<file path="config.mk">
export PLATFORM = sky130hd
export DESIGN_NAME = sum_accumulator
export DESIGN_NICKNAME = d
export VERILOG_FILES = /design/src/rtl/sum_acc_pkg.sv /design/src/rtl/sum_accumulator.sv
export SDC_FILE = /design/constraint.sdc
export NUM_CORES = 1
export LEC_CHECK = 0
export ABC_AREA = 1
export CAP_MARGIN = 40
export CORE_UTILIZATION = 31
export CTS_CLUSTER_DIAMETER = 80
export CTS_CLUSTER_SIZE = 12
export DETAILED_ROUTE_END_ITERATION = 10
export PLACE_DENSITY = 0.67
export SLEW_MARGIN = 15
export SYNTH_ARGS = -nofsm -noshare
export SYNTH_HDL_FRONTEND = slang
export SYNTH_SLANG_ARGS = --single-unit
</file>
<file path="constraint.sdc">
create_clock -name clk -period 4.9 [get_ports clk]
set_input_delay 1.47 -clock clk [delete_from_list [all_inputs] [get_ports clk]]
set_output_delay 1.47 -clock clk [all_outputs]
set_load 0.01 [all_outputs]
</file>
<file path="src/rtl/sum_acc_pkg.sv">
// Shared definitions for the sum accumulator: state encoding and default sizing.
package sum_acc_pkg;

   typedef enum logic {
      ACCUM = 1'b0,
      DONE  = 1'b1
   } state_e;

   localparam int unsigned DEF_N     = 8;
   localparam int unsigned DEF_ACC_W = 12;
   localparam int unsigned S_W       = 9;   // 8-bit adder result plus carry

endpackage

</file>
<file path="src/rtl/sum_accumulator.sv">
// Accumulates N unsigned 9-bit sums into one result, then holds it until the
// downstream takes it. A synchronous clear aborts the batch at any time.
// ACC_W must cover N*511 (ACC_W >= 9 + clog2(N)), so the adder never wraps.
module sum_accumulator
   import sum_acc_pkg::*;
#(
   parameter int unsigned N     = DEF_N,
   parameter int unsigned ACC_W = DEF_ACC_W,
   localparam int unsigned CNT_W = $clog2(N + 1)
) (
   input  logic             clk,
   input  logic             rst_n,
   input  logic             clear,
   input  logic [S_W-1:0]   s,
   input  logic             in_valid,
   output logic             in_ready,
   output logic [ACC_W-1:0] acc,
   output logic [CNT_W-1:0] count,
   output logic             out_valid,
   input  logic             out_ready
);

   state_e           state_q;
   logic [ACC_W-1:0] acc_q, acc_d;
   logic [CNT_W-1:0] cnt_q, cnt_d;
   logic             accept;
   logic             last;

   // Inline adder and counter; only used when a sum is accepted.
   always_comb begin
      accept = (state_q == ACCUM) && in_valid;
      acc_d  = acc_q + {{(ACC_W - S_W){1'b0}}, s};
      cnt_d  = cnt_q + CNT_W'(1);
      last   = (cnt_q == CNT_W'(N - 1));
   end

   // Batch FSM: clear beats everything, then acceptance / result hand-off.
   always_ff @(posedge clk or negedge rst_n) begin
      if (!rst_n) begin
         state_q <= ACCUM;
         acc_q   <= '0;
         cnt_q   <= '0;
      end else if (clear) begin
         state_q <= ACCUM;
         acc_q   <= '0;
         cnt_q   <= '0;
      end else begin
         case (state_q)
            ACCUM: begin
               if (accept) begin
                  acc_q <= acc_d;
                  cnt_q <= cnt_d;
                  if (last) state_q <= DONE;
               end
            end
            DONE: begin
               // Input is ignored here, including in the hand-off cycle.
               if (out_ready) begin
                  state_q <= ACCUM;
                  acc_q   <= '0;
                  cnt_q   <= '0;
               end
            end
            default: state_q <= ACCUM;
         endcase
      end
   end

   // Handshake flags decode straight from the state register.
   assign in_ready  = (state_q == ACCUM);
   assign out_valid = (state_q == DONE);
   assign acc       = acc_q;
   assign count     = cnt_q;

endmodule

</file>
# --- Yosys cells after proc, flatten, opt, wreduce, memory -nomap -nowiden ---
# Cells that the tools add are included.
# W data, S select, Z words.
word_totals:
  register_bits: 17
  input_bits: 14
  out_inout_bits: 18
  word_cells: 24
classes:
  addsub: 2
  n_eq_ne: 3
  n_mux: 13
  n_bitwise: 1
  n_reduce_logical: 2
ops:
  columns: ["op", "count"]
  rows:
  - ["$mux W12", 3]
  - ["$pmux W12 S2", 1]
  - ["$add A12 B9 Y12", 1]
  - ["$mux W4", 3]
  - ["$pmux W4 S2", 1]
  - ["$add A4 B1 Y4 const B", 1]
  - ["$eq A4 B3 Y1 const B", 1]
  - ["$mux W1", 4]
  - ["$ne A3 B2 Y1 const B", 1]
  - ["$ne A3 B3 Y1 const B", 1]
  - ["$pmux W1 S2", 1]
  - ["$reduce_and A2 Y1", 1]
  - ["$logic_and A1 B1 Y1", 1]
  - ["$not A1 Y1", 1]

# --- Depth between registers and ports, before layout ---
# Gate-level depths: netlist (run 1).
logic_depth:
  depth_word: 5
  depth_mapped: 11

# --- Worst setup path before layout (run 1) ---
# Ideal clock, no wire load.
synth_path:
  kind: "input to register"
  startpoint: "input port s[0]"
  endpoint: "register acc_q[6], in the netlist acc[6]"
  setup_ps: 76
  arrival_ps: 2599
  required_ps: 4824
  setup_slack_ps: 2225
  cell_stages: 9
  n_path_buf: 0
  cell_sequence: "ha_1 > fa_1 > nand2_1 > nand3_1 > nand2_1 > o21ai_1 > nand2_1 > nand2_1 > o21ai_1"
synth_via:
  elab_chain_cells: 4
synth_lines:
  columns: ["item", "line", "text"]
  rows:
  - ["from (decl)", "sum_accumulator.sv:14", "input logic [S_W-1:0] s,"]
  - ["$add A12 B9 Y12", "sum_accumulator.sv:32", "acc_d = acc_q + {{(ACC_W - S_W){1'b0}}, s};"]
  - ["$mux W12", "sum_accumulator.sv:50", "if (accept) begin"]
  - ["$pmux W12 S2", "sum_accumulator.sv:48", "case (state_q)"]
  - ["$mux W12", "sum_accumulator.sv:43", "end else if (clear) begin"]
  - ["to (signal assigned)", "sum_accumulator.sv:41", "acc_q <= '0;"]
  - ["to (signal assigned)", "sum_accumulator.sv:45", "acc_q <= '0;"]
  - ["to (signal assigned)", "sum_accumulator.sv:51", "acc_q <= acc_d;"]
  - ["to (decl)", "sum_accumulator.sv:24", "logic [ACC_W-1:0] acc_q, acc_d;"]
# Every way passes these cells. The select of a mux whose other input is x is not followed.
# A chain may end at the register's enable or synchronous reset.

# --- Worst setup path in the final report (run 1) ---
# Same ends and word-level chain as after synthesis.

==> impl_metrics.json, run 1 <==
{
  "outcome": "completed",
  "setup_violations": 0,
  "synth_area_per_cell_sq_um": 7.093,
  "swShare_pct": 34.30,
  "met1_usage_pct": 21.26,
  "drv_slew": 0,
  "root_buffer": "clkbuf_8",
  "vdd_drop_max_mv": 0.1061,
  "critPathLaunch": "s[0]",
  "hold_path_class": "flop to flop",
  "p_sw_mw": 0.1448,
  "totalWireLength_um": 2757,
  "syn_to_final_growth_pct": 34.46,
  "setup_tns_ps": 0,
  "cts_resized": 0,
  "grt_antenna_before_repair": 0,
  "layout_setup_ws_ps": 1941,
  "insertion_delay_ps": 250,
  "via_per_inst": 4.580,
  "post-place-cells": 251,
  "path_cells": "clkdlybuf4s50_1, ha_1, fa_1, nand2_1, nand3_1, nand2_1, o21ai_1, nand2_1, nand2_1, o21ai_1",
  "seqPwrFrac_pct": 39.1,
  "crit_path_start_kind": "input port",
  "critPathTopFamily": "adder cells",
  "cp_max_fo": 3,
  "fin_skew_ps": 0.3295,
  "fin_crit_sh_pct": 60.39,
  "p_per_area_nw_per_um2": 257.3,
  "antennaDiodeCount": 0,
  "wire_per_inst_um": 10.81,
  "clkPwrFrac_pct": 25.8,
  "crit_path_frequent_cell": "nand2_1",
  "first_pass_iters": 4,
  "total_power_mw": 0.4220,
  "syn_nets": 197,
  "drive_gt1_share_pct": 6.280,
  "die_area_sq_um": 4190,
  "slowest_stage": "fa_1",
  "reg2reg_depth": 9,
  "rsz0062_at_grt": "no",
  "reg2reg_slack_ps": 3170,
  "yosys_warnings": 0,
  "drc_errors": 0,
  "crit_path_end_kind": "flop",
  "cts_tree": "yes",
  "worstPathRequired_ps": 5090,
  "intPower_mw": 0.2773,
  "power.leakage_nw": 0.8213,
  "ys_types": 20,
  "initial_utilization_pct": 32.83,
  "reg2reg_from": "acc[0]$_DFFE_PN0P_",
  "grt_max_degree": 16,
  "post-place-ws_ps": 1676,
  "grt_first_pass_wirelength_um": 4830,
  "die_w_um": 64.73,
  "mostFrequentLayoutCells": "nand2_1 (59), clkdlybuf4s50_1 (31), nor2_1 (22)",
  "crit_cells": 10,
  "grt_pass1_vias": 1096,
  "worstSetupPathType": "input port to flop",
  "pin_count": 32,
  "overflow": 0,
  "syn_area_sq_um": 1220,
  "postRouteAntennaNets": 0,
  "numCtsBuffers": 3,
  "syn-instance-count": 172,
  "grt_util_all_layers_pct": 14.76,
  "tightestPinTransition_ps": 392.1,
  "clock_path_buffers": 2,
  "cp-endpoint": "acc[6]$_DFFE_PN0P_",
  "cap_violations": 0,
  "busiest_layer": "met2",
  "coreArea_sq_um": 3716,
  "final-hold-violation-count": 0,
  "cp.arrival_ps": 3150,
  "post-dp-hpwl_um": 2191,
  "grtUsageMet2_pct": 21.61,
  "cts-htree-levels": 1,
  "max_stage_delay_ps": 420,
  "cts.sinks": 17,
  "synth.yosys.seq_area_share_pct": 34.87,
  "routabilityCongestion": 0.8842,
  "vias": 1168,
  "whs_ps": 512.4,
  "use_met3_pct": 2.465,
  "pwr-share-comb_pct": 35.2,
  "synth_seq_cells": 17,
  "final_common_cell": "nand2_1",
  "path_buf_inv": 1,
  "slew_headroom_pct": 73.80,
  "die_h_um": 64.73,
  "first_iter_violations": 69,
  "port_buffers": 31,
  "fp-row-count": 22,
  "finalNonFillerCells": 255,
  "clk_pin_slew_ps": 70,
  "r2r-end": "acc[6]$_DFFE_PN0P_",
  "max_freq_ghz": 0.3379,
  "post-cts-setup-buffers": 0,
  "postCtsHoldBufs": 0,
  "layout_min_cycle_time_ps": 2959,
  "nNetsFinal": 233
}
[per-layer routing]
layer	share of wire, %	vias to the layer above
li1	-	620
met1	51	518
met2	44	26
met3	3.7	4
met4	1.1	0
met5	0	-
[power groups by stage]
stage	Sequential, mW	Combinational, mW	Clock [mW]
2_1_floorplan	0.172	0.0851	0
3_3_place_gp	0.168	0.147	0
3_5_place_dp	0.168	0.149	0
4_1_cts	0.165	0.150	0.111
5_1_grt	0.167	0.168	0.121
6_report	0.165	0.148	0.109
[cell usage after synthesis]
library cell | number | area share, %
nand2_1 | 59 | 18
nor2_1 | 22 | 6.8
dfrtp_1 | 17 | 35
inv_1 | 17 | 5.2
nand3_1 | 13 | 5.3
ha_1 | 10 | 10
a21oi_1 | 9 | 3.7
inv_2 | 5 | 1.5
o21ai_0 | 5 | 2.1
a22o_1 | 3 | 2.2
o21ai_1 | 2 | 0.82
xor2_1 | 2 | 1.4
a21boi_0 | 1 | 0.62
buf_6 | 1 | 0.92
fa_1 | 1 | 1.6
nor2_4 | 1 | 0.92
o21a_1 | 1 | 0.62
o21ai_4 | 1 | 1.3
o31ai_1 | 1 | 0.62
o31ai_2 | 1 | 1.0
[layout make-up]
cell class,count,area [sq um]
Sequential cell,17,425.4
Tap cell,48,60.06
Multi-Input combinational cell,132,700.7
Clock inverter,1,5.005
Clock buffer,3,41.29
Inverter,22,82.58
Timing Repair Buffer,32,325.3
Fill cell,393,2076
[logic make-up after synthesis]
kind of cell / after synthesis / share of synthesized area (%)
DFF: 17 / 34.87
buffers and inverters: 23 / 7.692
AOI/OAI and AO/OA: 24 / 12.92
and+or+nand+nor: 95 / 31.18
xor gates and xnor gates: 2 / 1.436
adders and majority gates: 11 / 11.90
[per-stage QoR]
step	utilization, %	instance area, sq um
finish	44.14	1640
global route	44.14	1640
CTS	44.14	1640
detailed placement	42.90	1594
global placement	42.49	1579
floorplan	-	1220
[state kept, by name (all words and copies together) (netlist names)]
name / flops
out_valid: 1
acc: 12
count: 4
[how the worst min path moves through the flow]
stage / startpoint / to / slack [ps] / depth (start not counted)
3_3_place_gp: count[3]$_DFFE_PN0P_ / out_valid$_DFF_PN0_ / 500 / 1
3_5_place_dp: acc[3]$_DFFE_PN0P_ / acc[3]$_DFFE_PN0P_ / 510 / 2
2_1_floorplan: count[3]$_DFFE_PN0P_ / out_valid$_DFF_PN0_ / 520 / 1
5_1_grt: count[3]$_DFFE_PN0P_ / out_valid$_DFF_PN0_ / 550 / 1
4_1_cts: count[3]$_DFFE_PN0P_ / out_valid$_DFF_PN0_ / 520 / 1
6_report: count[3]$_DFFE_PN0P_ / out_valid$_DFF_PN0_ / 510 / 1
Power figures use the tool's default switching activity.
==> run 2, diff against run 1 <==
--- a/config.mk
+++ b/config.mk
@@ -11,7 +11,7 @@
 export CTS_CLUSTER_DIAMETER = 80
 export CTS_CLUSTER_SIZE = 12
 export DETAILED_ROUTE_END_ITERATION = 10
-export PLACE_DENSITY = 0.67
+export PLACE_DENSITY = 0.69
 export SLEW_MARGIN = 15
 export SYNTH_ARGS = -nofsm -noshare
 export SYNTH_HDL_FRONTEND = slang
==> constraint.sdc (replaced) <==
create_clock -name clk -period 2.5 [get_ports clk]
set_input_delay 0.75 -clock clk [delete_from_list [all_inputs] [get_ports clk]]
set_output_delay 0.75 -clock clk [all_outputs]
set_load 0.01 [all_outputs]
==> run 2 against run 1 <==
Against the previous run:
- hold slack worse by 9.9 ps
- cell count is 0.39% higher
- largest cell class unchanged
- combinational power rose by 98%
- clock power is 100% higher
- sequential share of layout area unchanged
==> impl_metrics.json, run 2 (synthesis results as in run 1) <==
{
  "die_area_sq_um": 4190,
  "root_buffer": "clkbuf_8",
  "path_buf_inv": 1,
  "hold_path_class": "flop to flop",
  "setup_violations": 0,
  "fin_crit_sh_pct": 89.99,
  "cts.sinks": 17,
  "first_pass_iters": 4,
  "totalWireLength_um": 2867,
  "syn_to_final_growth_pct": 34.46,
  "drc_errors": 0,
  "final_common_cell": "nand2_1",
  "seqPwrFrac_pct": 38.6,
  "cp.arrival_ps": 2440,
  "pwr-share-comb_pct": 35.0,
  "crit_path_end_kind": "flop",
  "clkPwrFrac_pct": 26.4,
  "final-hold-violation-count": 0,
  "power.leakage_nw": 0.8239,
  "cts_tree": "yes",
  "initial_utilization_pct": 32.83,
  "max_stage_delay_ps": 420,
  "postCtsHoldBufs": 0,
  "first_iter_violations": 47,
  "nNetsFinal": 234,
  "p_per_area_nw_per_um2": 510.3,
  "path_cells": "clkdlybuf4s50_1, ha_1, fa_1, nand2_1, nand3_1, nand2_1, o21ai_1, nand2_1, nand2_1, o21ai_1",
  "largest_register_ffs": 12,
  "grt_pass1_vias": 1089,
  "fin_area_sq_um": 1640,
  "via_per_inst": 4.590,
  "layout_min_cycle_time_ps": 2250,
  "vdd_drop_max_mv": 0.2978,
  "clk_pin_slew_ps": 80,
  "insertion_delay_ps": 260,
  "drive_gt1_share_pct": 6.731,
  "drv_slew": 0,
  "routabilityCongestion": 0.8062,
  "intPower_mw": 0.5440,
  "worstSetupPathType": "input port to flop",
  "grt_antenna_before_repair": 0,
  "cts-htree-levels": 1,
  "tightestPinTransition_ps": 258.7,
  "max_freq_ghz": 0.4445,
  "fin_skew_ps": 5.720,
  "numCtsBuffers": 3,
  "postRouteAntennaNets": 0,
  "slowest_stage": "fa_1",
  "port_buffers": 31,
  "die_h_um": 64.73,
  "overflow": 0,
  "cap_violations": 0,
  "slew_headroom_pct": 82.73,
  "clock_path_buffers": 2,
  "grt_util_all_layers_pct": 15.17,
  "post-dp-hpwl_um": 2176,
  "worstPathRequired_ps": 2690,
  "p_sw_mw": 0.2932,
  "pin_count": 32,
  "coreArea_sq_um": 3716,
  "fp-row-count": 22,
  "grt_first_pass_wirelength_um": 4926,
  "vias": 1175,
  "placed_area_sq_um": 1594,
  "die_w_um": 64.73,
  "crit_path_start_kind": "input port",
  "critPathTopFamily": "adder cells",
  "antennaDiodeCount": 0,
  "grt_max_degree": 18,
  "crit_path_frequent_cell": "nand2_1",
  "swShare_pct": 35.02,
  "cp_max_fo": 3,
  "outcome": "completed",
  "wire_per_inst_um": 11.20,
  "mostFrequentLayoutCells": "nand2_1 (59), clkdlybuf4s50_1 (31), nor2_1 (22)",
  "cts_resized": 0,
  "post-cts-setup-buffers": 0,
  "whs_ps": 502.5,
  "rsz0062_at_grt": "no"
}
[run 2: changes by cell type in the layout (fill, tap and decap cells not counted)]
cell / change
buf_8: -1
buf_4: +2
[run 2: through the flow]
step	setup WS (ps)	utilization [%]	TNS (ps)	instances	total power, mW
after floorplan	545.0	-	0	172	0.5032
after global placement	48.74	42.90	0	252	0.6194
after detailed placement	-12.33	42.90	-12.33	252	0.6205
after CTS	262.6	44.14	0	256	0.8444
after global routing	116.2	44.14	0	256	0.9058
final	250.2	44.14	0	256	0.8371
[run 2: worst register-to-register path, cell delays in order, from the launching register on]
cell and delay [ps]:
dfrtp_1 400, ha_1 230, fa_1 420, nand2_1 110, nand3_1 90, nand2_1 110, o21ai_1 80, nand2_1 70
nand2_1 50, o21ai_1 120
[run 2: power groups by stage]
| stage | logic [mW] | clock network [mW] | registers, mW |
|---|---|---|---|
| after floorplan | 0.167 | 0 | 0.336 |
| after global placement | 0.291 | 0 | 0.329 |
| after detailed placement | 0.292 | 0 | 0.329 |
| after CTS | 0.294 | 0.227 | 0.324 |
| after global routing | 0.334 | 0.245 | 0.327 |
| final | 0.293 | 0.221 | 0.323 |
[run 2: path summary, 6_finish.rpt]
path | slack, ps | to | startpoint | depth (start not counted)
setup / recovery | 250 | acc[6]$_DFFE_PN0P_ | s[0] | 10
hold / removal | 500 | out_valid$_DFF_PN0_ | count[3]$_DFFE_PN0P_ | 1
setup reg to reg | 750 | acc[6]$_DFFE_PN0P_ | acc[0]$_DFFE_PN0P_ | 9
hold reg to reg | 500 | out_valid$_DFF_PN0_ | count[3]$_DFFE_PN0P_ | 1
max in group asynchronous | 1470 | acc[11]$_DFFE_PN0P_ | rst_n | 2
min in group asynchronous | 820 | acc[7]$_DFFE_PN0P_ | rst_n | 2
[run 2: metal layers]
layer	global-route usage, %	vias up	wire length [um]
met4	6.389	0	44
met5	0	-	0
met1	21.26	517	1445
li1	-	622	-
met3	2.641	5	143
met2	22.66	31	1233
[run 2: final cells by class]
class / count / area [sq um]
clock buffer: 3 / 41.29
clock inverter: 1 / 5.005
fill: 390 / 2076
inverter: 22 / 82.58
multi-input combinational: 132 / 700.7
sequential: 17 / 425.4
tap: 48 / 60.06
timing repair buffer: 33 / 325.3
